[config.mk]
export PLATFORM = sky130hd
export DESIGN_NAME = serial_add_ctrl_flat
export DESIGN_NICKNAME = d
export VERILOG_FILES = /design/src/rtl/serial_add_pkg.sv /design/src/rtl/serial_add_ctrl_if.sv /design/src/rtl/full_adder.sv /design/src/rtl/serial_add_ctrl.sv /design/src/flat_wrapper.sv
export SDC_FILE = /design/constraint.sdc
export NUM_CORES = 1
export LEC_CHECK = 0
export BUFFER_PORTS_ARGS = -buffer_cell sky130_fd_sc_hd__buf_2
export CAP_MARGIN = 20
export CORE_ASPECT_RATIO = 2
export CORE_MARGIN = 1
export CORE_UTILIZATION = 40
export CTS_CLUSTER_DIAMETER = 40
export DETAILED_ROUTE_END_ITERATION = 10
export GPL_TIMING_DRIVEN = 0
export PLACE_DENSITY_LB_ADDON = 0.12
export SYNTH_ARGS = -nofsm -noshare
export SYNTH_HDL_FRONTEND = slang
export SYNTH_SLANG_ARGS = --single-unit
[constraint.sdc]
create_clock -name clk -period 2.4 [get_ports clk]
set_input_delay 0.6 -clock clk [delete_from_list [all_inputs] [get_ports clk]]
set_output_delay 0.6 -clock clk [all_outputs]
set_load 0.01 [all_outputs]
[src/rtl/serial_add_pkg.sv]
// serial_add_pkg: shared types and helpers for the bit-serial add/subtract sequencer
package serial_add_pkg;
   typedef enum logic [1:0] {IDLE, RUN, DONE} state_e;
   function automatic int cnt_width(input int width);
      return ($clog2(width) < 1) ? 1 : $clog2(width);
   endfunction
endpackage

[src/rtl/serial_add_ctrl_if.sv]
// serial_add_ctrl_if: operand and result valid/ready handshake bundle
interface serial_add_ctrl_if #(parameter int WIDTH = 8);
   logic             in_valid;
   logic             in_ready;
   logic [WIDTH-1:0] in_a;
   logic [WIDTH-1:0] in_b;
   logic             in_sub;
   logic             out_valid;
   logic             out_ready;
   logic [WIDTH-1:0] out_sum;
   logic             out_cout;
   logic             out_ovf;
   modport master (output in_valid, in_a, in_b, in_sub, out_ready,
                   input  in_ready, out_valid, out_sum, out_cout, out_ovf);
   modport slave  (input  in_valid, in_a, in_b, in_sub, out_ready,
                   output in_ready, out_valid, out_sum, out_cout, out_ovf);
endinterface

[src/rtl/full_adder.sv]
// full_adder: single-bit full-adder library cell
module full_adder (
   input  logic a,
   input  logic b,
   input  logic ci,
   output logic s,
   output logic co
);
   assign s  = a ^ b ^ ci;
   assign co = (a & b) | (ci & (a ^ b));
endmodule

[src/rtl/serial_add_ctrl.sv]
// serial_add_ctrl: bit-serial add/subtract sequencer sharing one full-adder cell, LSB first
module serial_add_ctrl
   import serial_add_pkg::*;
#(
   parameter int WIDTH = 8
) (
   input  logic             clk,
   input  logic             rst_n,
   serial_add_ctrl_if.slave bus
);
   localparam int CNT_W = cnt_width(WIDTH);
   state_e           state, state_d;
   logic [WIDTH-1:0] shift_a, shift_b, sum_q;
   logic [CNT_W-1:0] cnt;
   logic             carry, cout_q, ovf_q, s, co, last;
   full_adder u_fa (.a(shift_a[0]), .b(shift_b[0]), .ci(carry), .s(s), .co(co));
   assign last = cnt == CNT_W'(WIDTH - 1);
   always_comb begin
      state_d = state;
      state_d = (state == IDLE) ? (bus.in_valid ? RUN : IDLE) :
                (state == RUN)  ? (last ? DONE : RUN) :
                (bus.out_ready ? IDLE : DONE);
   end
   always_ff @(posedge clk or negedge rst_n) begin
      if (!rst_n) begin
         state   <= IDLE;
         shift_a <= '0;
         shift_b <= '0;
         sum_q   <= '0;
         cnt     <= '0;
         carry   <= 1'b0;
         cout_q  <= 1'b0;
         ovf_q   <= 1'b0;
      end else begin
         state <= state_d;
         if (state == IDLE && bus.in_valid) begin
            shift_a <= bus.in_a;
            shift_b <= bus.in_sub ? ~bus.in_b : bus.in_b;
            carry   <= bus.in_sub;
            cnt     <= '0;
         end else if (state == RUN) begin
            // sum bits enter at the MSB so the word is aligned after WIDTH shifts
            sum_q   <= (sum_q >> 1) | (WIDTH'(s) << (WIDTH - 1));
            shift_a <= shift_a >> 1;
            shift_b <= shift_b >> 1;
            carry   <= co;
            cnt     <= cnt + 1'b1;
            if (last) begin
               cout_q <= co;
               ovf_q  <= carry ^ co;
            end
         end
      end
   end
   assign bus.in_ready  = state == IDLE;
   assign bus.out_valid = state == DONE;
   assign bus.out_sum   = sum_q;
   assign bus.out_cout  = cout_q;
   assign bus.out_ovf   = ovf_q;
endmodule

[src/flat_wrapper.sv]
// flat-port wrapper written by rule: the top's interface ports become plain ports
module serial_add_ctrl_flat import serial_add_pkg::*;
#(
   parameter int WIDTH = 8
)
  (clk, rst_n, bus_in_valid, bus_in_a, bus_in_b, bus_in_sub, bus_out_ready, bus_in_ready, bus_out_valid, bus_out_sum, bus_out_cout, bus_out_ovf);
  serial_add_ctrl_if #(.WIDTH(WIDTH)) bus_i ();
  input  logic clk;
  input  logic rst_n;
  input wire logic [$bits(bus_i.in_valid)-1:0] bus_in_valid;
  input wire logic [$bits(bus_i.in_a)-1:0] bus_in_a;
  input wire logic [$bits(bus_i.in_b)-1:0] bus_in_b;
  input wire logic [$bits(bus_i.in_sub)-1:0] bus_in_sub;
  input wire logic [$bits(bus_i.out_ready)-1:0] bus_out_ready;
  output wire logic [$bits(bus_i.in_ready)-1:0] bus_in_ready;
  output wire logic [$bits(bus_i.out_valid)-1:0] bus_out_valid;
  output wire logic [$bits(bus_i.out_sum)-1:0] bus_out_sum;
  output wire logic [$bits(bus_i.out_cout)-1:0] bus_out_cout;
  output wire logic [$bits(bus_i.out_ovf)-1:0] bus_out_ovf;
  assign bus_i.in_valid = bus_in_valid;
  assign bus_i.in_a = bus_in_a;
  assign bus_i.in_b = bus_in_b;
  assign bus_i.in_sub = bus_in_sub;
  assign bus_i.out_ready = bus_out_ready;
  assign bus_in_ready = bus_i.in_ready;
  assign bus_out_valid = bus_i.out_valid;
  assign bus_out_sum = bus_i.out_sum;
  assign bus_out_cout = bus_i.out_cout;
  assign bus_out_ovf = bus_i.out_ovf;
  serial_add_ctrl #(.WIDTH(WIDTH)) u_core (.clk(clk), .rst_n(rst_n), .bus(bus_i));
endmodule
==> summary.txt <==
Floorplanning
  – Io pins: 33
  – Die area: 3920 µm²
  – Std-Cell Rows: 30
  – Initial core utilization: between 40 and 50%
  – Die width: between 40 and 50 µm
  – Core Footprint: 3450 µm²
  – Die height: 87.6 µm

Yosys
  – Sequential-to-total area share from yosys stat: 54.7%
  – Syn_area_per_cell: 9.38 µm²
  – Cells after Synth: 156
  – Post-Synthesis Cell Area: 1460 µm²
  – Synth warnings: 0
  – Post-synthesis sequential element count: 32
  – Post-synth cell types: 21
  – Number of flops mapped to enable cells by yosys: 0
  – Fraction of registers with async set or reset after synthesis: 100%
  – Syn nets: 180
  – Top_reg_cell synth: dfrtp_1

Route
  – Vias/cell: ~5.0
  – DRT iter0 DRCs: 27
  – Initial DRT Pass Iterations: 4
  – Routed WL: 3180 µm
  – Routed vias: 1203
  – Routed length per placed instance: 13.1 µm
  – Post-DRT Antenna Nets: 0
  – DRC: 0

Critical path
  – Crit path buf inv count: 2
  – Critical Path Stages: 3
  – Critical path's slowest cell: dfrtp_1
  – Setup crit end: bus_out_valid
  – Crit path launch: u_core.state[1]$_DFF_PN0_
  – Critical path's largest stage delay: 440 ps
  – Reg2reg setup slack: 960 ps
  – Data arrival, critical path: 1000 ps
  – CP delay by family, top: flip-flops
  – CP Cell Sequence: inv_1, nor2_1, buf_2
  – Worst Path Required: about 1800 ps
  – Crit-path max FO: 7
  – Worst setup SP type: flop
  – CP Capture Type: output pin
  – Type of the worst setup path: reg -> out
  – Reg2reg start: u_core.shift_a[0]$_DFFE_PN0P_
  – Worst r2r dst: u_core.bus.out_ovf$_DFFE_PN0P_
  – Worst R2R Path Depth: 3

Hold path
  – Hold WC Path Type: in -> async

Finish
  – Layout cells sized above 1: ~26%
  – Most frequent cells in the layout: 56 x nand2_1, 39 x buf_2, 32 x dfrtp_1, 15 x nor2_1, 10 x a31oi_1
  – # fillers: 357
  – P&R area growth vs syn: 22.1%
  – Most common cell after layout, fill and taps aside: nand2_1
  – Nets: 218
  – Ant diodes: 0
  – Final core occ: about half

Pwr
  – PD cells: around 1300 nW/µm²
  – Peak VDD IR: 0.593 mV
  – Lkg Pwr: 0.000915 µW

Clock network
  – H-tree levels: 2
  – Worst-Skew Late Latency: about 280 ps
  – Post-CTS setup buffer count: 0
  – Number of hold buffers added after CTS: 0
  – Max Root-Sink Buffers: 2
  – CTS buffer count: 5
  – Clk slew on worst S/H paths: 60 ps
  – Post-CTS Resized: 0
  – Clk sink count: 32
  – CTS root buf: clkbuf_8
  – TritonCTS clock tree: built

Timing
  – Worst slew pin tran: 709 ps
  – Tcrit/Tclk final: between 60 and 70%
  – Setup Skew: 3.62 ps
  – Final Hold Fails: 0
  – Setup TNS Final: 0 ps
  – Min Tclk post-route: approximately 1600 ps
  – Setup Viol. Count Final: 0
  – RSZ-0062 raised after global routing: false
  – Max frequency: slightly above 600 MHz
  – Relative slew margins: 52.7%
  – Max-slew violation count: 0

Global routing
  – Wire length of the first global-routing pass: 5090 µm
  – Initial antenna violation count: 0
  – Largest net degree at the start of global routing: 33
  – Vias in the first global route: around 1200
  – Total GRT Usage: a little under a fifth
  – Total grt overflow: 0

Placed design
  – Port-buffer cells: 31
  – Final GP Congestion: 0.774
  – Final HPWL DP: 2310 µm

Job
  – Max-cap violations: 0

Status
  – Status: finished clean
-- worst reg2reg max path: stages (launching register included) --
cell,delay [ps]
dfrtp_1,400
fa_1,490
xor2_1,180
mux2_2,260
-- cells by family (layout without fill, tap and decap cells) --
family	after synthesis	count (layout)	share of synthesized area, %
xor gates and xnor gates	9	9	5.38
muxes	2	2	1.54
adders and majority gates	3	3	3.08
AOI/OAI and AO/OA	20	20	9.23
and+or+nand+nor	79	79	21.5
buffers and inverters	11	50	4.53
DFF	32	32	54.7
-- routing by layer --
layer / up-vias / track usage (%) / wire length, µm
met5: - / 0 / 0
met4: 0 / 8.26 / 57
met3: 5 / 4.54 / 167
met2: 45 / 33.4 / 1720
met1: 568 / 19.0 / 1240
li1: 585 / - / -
-- synth_stat cells (2+ instances only) --
master   count  area, µm²
a221o_1      3       30.0
a22oi_1      2       15.0
a31oi_1     10       62.6
buf_2        8       40.0
buf_6        2       22.5
dfrtp_1     32        801
ha_1         2       25.0
mux2_2       2       22.5
nand2_1     56        210
nand3_1      4       20.0
nor2_1      15       56.3
o21ai_0      4       20.0
xnor2_1      4       35.0
xor2_1       5       43.8
-- worst min path at each step --
stage	start	slack [ps]	end	cells after the start
after CTS	rst_n	400	u_core.bus.out_ovf$_DFFE_PN0P_	1
final	rst_n	370	u_core.bus.out_ovf$_DFFE_PN0P_	1
after global placement	u_core.bus.out_sum[0]$_DFFE_PN0P_	460	u_core.bus.out_sum[0]$_DFFE_PN0P_	2
after floorplan	rst_n	300	u_core.bus.out_cout$_DFFE_PN0P_	0
after global routing	rst_n	430	u_core.bus.out_ovf$_DFFE_PN0P_	1
after detailed placement	u_core.bus.out_sum[0]$_DFFE_PN0P_	480	u_core.bus.out_sum[0]$_DFFE_PN0P_	2
-- area by class of cell --
class | instances | area [µm²] | share of cell area [%]
multi-input combinational | 113 | 597 | 33.4
clock inverter | 2 | 35.0 | 1.96
clock buffer | 6 | 72.6 | 4.06
timing repair buffer | 31 | 155 | 8.68
inverter | 1 | 3.75 | 0.210
sequential | 32 | 801 | 44.8
buffer | 10 | 62.6 | 3.50
tap | 48 | 60.1 | 3.36
-- power by group --
part	internal, µW	leakage, µW	total (µW)	switching [µW]
registers	793	0.000399	956	163
clock network	308	0.0000552	498	191
logic	401	0.000460	956	554
-- sequential cells by signal, summed over array words and instances (netlist names) --
signal               cells
u_core.cnt               3
u_core.shift_a           8
u_core.state             2
u_core.shift_b           8
u_core.bus.out_sum       8
u_core.bus.out_cout      1
u_core.carry             1
u_core.bus.out_ovf       1
-- per-stage QoR --
stage	hold WS, ps	std cells	cell area (µm²)	total power, µW	worst slack, ps
5_1_grt	431	243	1790	2610	642
3_3_place_gp	460	235	1680	1880	816
6_report	366	243	1790	2410	796
3_5_place_dp	475	235	1680	1940	788
2_1_floorplan	304	156	1460	1610	988
4_1_cts	396	243	1790	2450	777
No activity file was read; power rests on OpenSTA's default activity.
